`src/rtl/pkt_bufid_distributor.sv`:
```
// Prefetches free buffer IDs from the free-bufid FIFO into one offer slot per
// network input port. When both ports are empty, they are served round-robin.
module pkt_bufid_distributor #(
    parameter int BUFID_W = 9
) (
    input  logic               clk_sys,
    input  logic               reset_n,
    input  logic               i_dist_enable,
    output logic               o_free_bufid_fifo_rd,
    input  logic [BUFID_W-1:0] iv_free_bufid_fifo_rdata,
    input  logic               i_free_bufid_fifo_empty,
    output logic               o_pkt_bufid_wr_p0,
    output logic               o_pkt_bufid_wr_p1,
    output logic [BUFID_W-1:0] ov_pkt_bufid_p0,
    output logic [BUFID_W-1:0] ov_pkt_bufid_p1,
    input  logic               i_pkt_bufid_ack_p0,
    input  logic               i_pkt_bufid_ack_p1,
    output logic               o_bufid_starve_pulse,
    output logic [1:0]         ov_dist_state
);
    // state | meaning
    // IDLE  | wait for a needy port and a non-empty FIFO; grant a port and strobe rd
    // RD    | FIFO read in flight
    // LAT   | FIFO data valid; load it into the granted slot
    // 3     | unused; returns to IDLE
    typedef enum logic [1:0] {
        ST_IDLE   = 2'd0,
        ST_RD     = 2'd1,
        ST_LAT    = 2'd2,
        ST_UNUSED = 2'd3
    } state_t;

    state_t               state_q, state_d;
    logic                 rd_q, rd_d;
    logic                 rr_ptr_q, rr_ptr_d;
    logic                 gnt_q, gnt_d;
    logic                 wr_p0_q, wr_p0_d;
    logic                 wr_p1_q, wr_p1_d;
    logic [BUFID_W-1:0]   bufid_p0_q, bufid_p0_d;
    logic [BUFID_W-1:0]   bufid_p1_q, bufid_p1_d;
    logic                 starve_q, starve_d;
    logic                 starve_cond_q, starve_cond_d;
    logic                 need_p0, need_p1, grant_ok, gnt_sel;

    assign need_p0  = ~wr_p0_q;
    assign need_p1  = ~wr_p1_q;
    assign grant_ok = i_dist_enable & ~i_free_bufid_fifo_empty & (need_p0 | need_p1);

    always_ff @(posedge clk_sys or negedge reset_n) begin
        if (!reset_n) begin
            state_q <= ST_IDLE;
        end else begin
            state_q <= state_d;
        end
    end

    always_comb begin
        state_d = state_q;
        case (state_q)
            ST_IDLE: if (grant_ok) state_d = ST_RD;
            ST_RD:   state_d = ST_LAT;
            ST_LAT:  state_d = ST_IDLE;
            default: state_d = ST_IDLE;
        endcase
    end

    always_comb begin
        // gnt_sel: 0 = p0, 1 = p1; a lone needy port wins outright
        gnt_sel    = (need_p0 & need_p1) ? rr_ptr_q : need_p1;
        rd_d       = 1'b0;
        gnt_d      = gnt_q;
        rr_ptr_d   = rr_ptr_q;
        if (state_q == ST_IDLE && grant_ok) begin
            rd_d     = 1'b1;
            gnt_d    = gnt_sel;
            rr_ptr_d = ~gnt_sel;
        end

        wr_p0_d    = wr_p0_q & ~i_pkt_bufid_ack_p0;
        wr_p1_d    = wr_p1_q & ~i_pkt_bufid_ack_p1;
        bufid_p0_d = bufid_p0_q;
        bufid_p1_d = bufid_p1_q;
        if (state_q == ST_LAT) begin
            if (gnt_q) begin
                wr_p1_d    = 1'b1;
                bufid_p1_d = iv_free_bufid_fifo_rdata;
            end else begin
                wr_p0_d    = 1'b1;
                bufid_p0_d = iv_free_bufid_fifo_rdata;
            end
        end

        starve_cond_d = (need_p0 | need_p1) & i_free_bufid_fifo_empty & i_dist_enable;
        starve_d      = starve_cond_d & ~starve_cond_q;
    end

    always_ff @(posedge clk_sys or negedge reset_n) begin
        if (!reset_n) begin
            rd_q          <= 1'b0;
            rr_ptr_q      <= 1'b0;
            gnt_q         <= 1'b0;
            wr_p0_q       <= 1'b0;
            wr_p1_q       <= 1'b0;
            bufid_p0_q    <= '0;
            bufid_p1_q    <= '0;
            starve_q      <= 1'b0;
            starve_cond_q <= 1'b0;
        end else begin
            rd_q          <= rd_d;
            rr_ptr_q      <= rr_ptr_d;
            gnt_q         <= gnt_d;
            wr_p0_q       <= wr_p0_d;
            wr_p1_q       <= wr_p1_d;
            bufid_p0_q    <= bufid_p0_d;
            bufid_p1_q    <= bufid_p1_d;
            starve_q      <= starve_d;
            starve_cond_q <= starve_cond_d;
        end
    end

    assign o_free_bufid_fifo_rd = rd_q;
    assign o_pkt_bufid_wr_p0    = wr_p0_q;
    assign o_pkt_bufid_wr_p1    = wr_p1_q;
    assign ov_pkt_bufid_p0      = bufid_p0_q;
    assign ov_pkt_bufid_p1      = bufid_p1_q;
    assign o_bufid_starve_pulse = starve_q;
    assign ov_dist_state        = state_q;

endmodule

```
`config.mk`:
```
export PLATFORM = sky130hd
export DESIGN_NAME = pkt_bufid_distributor
export DESIGN_NICKNAME = d
export VERILOG_FILES = /design/src/rtl/pkt_bufid_distributor.sv
export SDC_FILE = /design/constraint.sdc
export NUM_CORES = 1
export LEC_CHECK = 0
export BUFFER_PORTS_ARGS = -buffer_cell sky130_fd_sc_hd__buf_2
export CAP_MARGIN = 20
export CORE_MARGIN = 2
export CORE_UTILIZATION = 35
export CTS_CLUSTER_SIZE = 28
export DETAILED_ROUTE_END_ITERATION = 8
export SETUP_SLACK_MARGIN = 0.2
export SYNTH_ARGS = -nofsm -noshare
export SYNTH_HDL_FRONTEND = slang
export SYNTH_SLANG_ARGS = --single-unit
```
`constraint.sdc`:
```
create_clock -name clk_sys -period 1.65 [get_ports clk_sys]
set_input_delay 0.33 -clock clk_sys [delete_from_list [all_inputs] [get_ports clk_sys]]
set_output_delay 0.33 -clock clk_sys [all_outputs]
set_load 0.02 [all_outputs]
```
=== After elaboration in Yosys (flattened, before gate mapping) ===
Cells that the tools add are included.

* Register bits after elaboration: 27
* Bits in latches: 0
* Memory bits (writable): 0
* Bits in read-only memories: 0
* Bits of input ports: 15
* Output and inout bits: 24
* Word-level logic and storage cells: 42
* Memories: 0

* $add $sub $neg: 0
* Multiply operators: 0
* Div/mod/pow operators: 0
* $lt $le $gt $ge: 0
* Eq/ne operators: 3
* Shift-type cells: 0
* Muxes and demuxes: 8
* Bitwise gates (word level): 17
* Reductions and logical operators: 4

{| class="wikitable"
|+ Operators by type and width
! kind !! number
|-
| 1-bit bitwise AND || 8
|-
| 1-bit NOT || 8
|-
| 1-bit two-way mux || 6
|-
| 2-bit case mux with 2 select lines || 1
|-
| 2-bit AND reduction || 2
|-
| 2-bit by 1-bit == test with 1-bit output (second input constant) || 1
|-
| 2-bit == test (second input constant) || 1
|-
| 2-bit zero test || 1
|-
| 2-bit two-way mux || 1
|-
| 2-bit inequality test (second input constant) || 1
|-
| 1-bit logical AND || 1
|-
| 1-bit OR || 1
|}

=== Logic depth before layout (Yosys ltp) ===
* Depth after elaboration: 5
* Mapped depth: 3
* Depth with buffers taken out: 3

=== Least setup slack after synthesis ===
OpenSTA, ideal clock, no wires.

* Kind: register to register
* Start: register state_q[1] (netlist: ov_dist_state[1])
* End: register bufid_p0_q[0] (netlist: ov_pkt_bufid_p0[0])
* Library setup time: 0.125 ns
* Arrival time: 1.165 ns
* Data required time: 1.525 ns
* Setup slack: 0.361 ns
* Cell stages (with the launch flop): 4
* Path buffers: 1
* Clock period less this slack: 1.289 ns
* Cell sequence: dfrtp_1 nor3b_2 buf_6 mux2_2

* Longest elaborated chain between the ends: 2

{| class="wikitable"
|+ RTL lines
! item !! RTL line !! RTL
|-
| start, declared || 33 || <nowiki>state_t state_q, state_d;</nowiki>
|-
| start signal, assigned || 53 || <nowiki>state_q <= state_d;</nowiki>
|-
| 2-bit == test || 83 || <nowiki>if (state_q == ST_LAT) begin</nowiki>
|-
| 2-bit AND reduction (no source line) || -- ||
|-
| end signal, assigned || 114 || <nowiki>bufid_p0_q <= bufid_p0_d;</nowiki>
|-
| end, declared || 39 || <nowiki>logic [BUFID_W-1:0] bufid_p0_q, bufid_p0_d;</nowiki>
|}

No other way between the ends.
A chain may end at the register's enable or synchronous reset.

=== Worst setup path after layout ===
* Start: register state_q[1] (netlist: ov_dist_state[1])
* End: output port ov_dist_state[1]

{| class="wikitable"
|+ RTL lines
! item !! RTL line !! RTL
|-
| end, declared || 19 || <nowiki>output logic [1:0] ov_dist_state</nowiki>
|}

No word-level cell between the ends.

==> impl_metrics.tcl <==
set metrics [dict create \
    status "completed" \
    grt_first_pass_wirelength_mm 3.04 \
    timing.final.crit_share 0.793 \
    avgSynthCellArea_um2 16.0 \
    drt-initial-drc-count 8 \
    p_per_area_nw_per_um2 1730 \
    crit_slowest_cell "dfrtp_1" \
    instances_no_fill 140 \
    grt_antenna_before_repair 0 \
    track_usage 0.119 \
    synth-seq-cells 27 \
    cp_num_cells 1 \
    placed_cell_area_um2 1270 \
    final-setup-viol-count 0 \
    num_vias 658 \
    max_freq_ghz 0.764 \
    slew_headroom 0.607 \
    die_x_um 58.6 \
    final.setup.tns_ns 0 \
    die_area_um2 3430 \
    worst-path-buf-inv 1 \
    vdd_ir_drop_max_mv 1.14 \
    pwr-share-clk 0.125 \
    cp_slowest_stage_delay_ns 0.46 \
    path_max_fanout 5 \
    cts-root-buf "clkbuf_4" \
    slew_viol_final 0 \
    final_common_cell "buf_2" \
    portBuffers 38 \
    synthesis.instances 65 \
    crit_path_end "ov_dist_state[1]" \
    drtPass1Iterations 3 \
    crit-reg2reg-capture "ov_pkt_bufid_p0[6]" \
    synth_nets 80 \
    cts_tree "built" \
    maxCapViolCount 0 \
    cts_inserted_buffers 3 \
    hpwl_mm 1.45 \
    final_core_util 0.471 \
    r2r_slack_ns 0.35 \
    startpoint "ov_dist_state[1]" \
    final_nets 125 \
    postRouteAntennaNets 0 \
    wl_per_cell_um 13.3 \
    period_needed_ns 1.31 \
    preCtsSetupSlack_ns 0.384 \
    postCtsSetupBuffers 0 \
    n_fill_cell 267 \
    die_height_um 58.6 \
    hold_viol 0 \
    critPathTopFamily "flip-flops" \
    ctsLongestPathBuffers 2 \
    cts.clk_slew.worst_paths_ns 0.15 \
    drcViolationCount 0 \
    endpoint_kind "output pin" \
    synthToLayoutAreaGrowth_pct 25.8 \
    switching_share 0.364 \
    cp_data_required_time_ns 1.32 \
    start_kind "register" \
    final_area_um2 1310 \
    grt_pass1_vias 674 \
    synth_top_cell_by_area "dfrtp_1" \
    yosysUniqueCellTypes 16 \
    clock-sinks 27 \
    start_util 0.375 \
    io_pins 39 \
    power_frac_comb 0.410 \
    p_sw_w 0.000825 \
    min_path_type "in -> reg" \
    synth.area.top_cells "dfrtp_1 (65%), mux2_4 (13%), mux2_2 (9.7%)" \
    core_um2 2780 \
    cts_resized 0 \
    p_leak_nw 0.713 \
    p_int_w 0.00144 \
    yosysWarnings 0 \
    synthesis.area_um2 1040 \
    r2r-start "ov_dist_state[1]" \
    path_cells "buf_2" \
    htreeDepth 1 \
    antennaDiodeCount 0 \
    drive_gt1_frac 0.587 \
    vias_per_cell 4.70 \
    finalWeightedCongestion 0.726 \
    seq_area_frac_synth 0.648 \
    grt-ovfl-total 0 \
    place_inst 135 \
    tightest_slew_ns 0.589 \
    rr_worst_depth 3 \
    synth_top_area_frac 0.648 \
    rsz0062_at_grt "no" \
    arrival_ns 0.98 \
    clk_latency_ns 0.32 \
    wl_mm 1.87 \
    clock_skew_ns 0.0110 \
    layout_common_cells "buf_2 (38), dfrtp_1 (27), mux2_4 (9), mux2_2 (9), inv_1 (5)" \
    seqPwrFrac 0.465 \
    timing.final.ws_setup_ns 0.342 \
    grt_max_degree 28 \
    worst-setup-path-type "reg -> out" \
    placementRows 19 \
]
==> synthesized netlist by cell type <==
master,instances
a21o_1,2
a21oi_1,1
and3_1,1
buf_6,2
dfrtp_1,27
inv_1,5
mux2_2,9
mux2_4,9
nand2_1,1
nand3_1,1
nand3b_1,1
nor2b_1,2
nor3_1,1
nor3b_2,1
o2111a_1,1
o21ai_0,1
==> kinds of logic (layout without fill, tap and decap cells) <==
group | after synthesis | count (layout) | share of synthesized area
flip-flops | 27 | 27 | 0.648
multiplexers | 18 | 18 | 0.227
AND/OR/NAND/NOR | 8 | 8 | 0.0504
buffers and inverters | 7 | 51 | 0.0396
AO/OA/AOI/OAI | 5 | 5 | 0.0348
==> state kept, by name, indices dropped and copies added, names as in the netlist <==
signal and flops:
o_bufid_starve_pulse 1, ov_dist_state 2, o_pkt_bufid_wr_p1 1, gnt_q 1
ov_pkt_bufid_p1 9, starve_cond_q 1, o_free_bufid_fifo_rd 1, ov_pkt_bufid_p0 9
o_pkt_bufid_wr_p0 1, rr_ptr_q 1
==> power by group through the flow <==
stage	clock network [W]	logic, W	registers [W]
after floorplan	0	0.000323	0.00136
after global placement	0	0.000932	0.00106
after detailed placement	0	0.000944	0.00108
after CTS	0.000300	0.000947	0.00106
after global routing	0.000325	0.000997	0.00109
final	0.000283	0.000930	0.00106
==> worst register-to-register path: cells and delay by family (launching register included) <==
| kind | cells | cell delay, ns |
|---|---|---|
| flops | 1 | 0.46 |
| mux | 1 | 0.34 |
| buf+inv | 1 | 0.21 |
| simple gates | 1 | 0.19 |
==> timing repair <==
item,CTS,global route
hold buffers,1,0
setup endpoints to repair,0,0
hold endpoints to repair,16,0
==> per-stage QoR <==
stage | hold WS (ns) | power (W)
global placement | 0.364 | 0.00199
global route | 0.181 | 0.00242
CTS | 0.158 | 0.00231
detailed placement | 0.377 | 0.00202
finish | 0.168 | 0.00227
floorplan | 0.0344 | 0.00168
==> layer usage <==
metal / up-vias / routed length, µm / global-route usage
li1: 308 / - / -
met1: 332 / 782 / 0.155
met2: 16 / 975 / 0.196
met3: 2 / 94 / 0.0220
met4: 0 / 12 / 0.0487
met5: - / 0 / 0
==> final cells by class <==
class                      count  area (µm²)  share of cell area
clock inverter                 1        7.51             0.00573
tap                           31        38.8              0.0296
multi-input combinational     31         325               0.248
inverter                       5        18.8              0.0143
sequential                    27         676               0.515
timing repair buffer          42         223               0.170
clock buffer                   3        22.5              0.0172
==> worst min-delay path by stage <==
stage	slack [ns]	cells past startpoint	end	startpoint
after floorplan	0.03	0	gnt_q	reset_n
after global placement	0.36	1	o_pkt_bufid_wr_p1	reset_n
after detailed placement	0.38	1	rr_ptr_q	reset_n
after CTS	0.16	2	o_pkt_bufid_wr_p1	i_pkt_bufid_ack_p1
after global routing	0.18	2	o_pkt_bufid_wr_p1	i_pkt_bufid_ack_p1
final	0.17	2	o_pkt_bufid_wr_p1	i_pkt_bufid_ack_p1
Note: power is estimated with default switching activity, not from simulation.
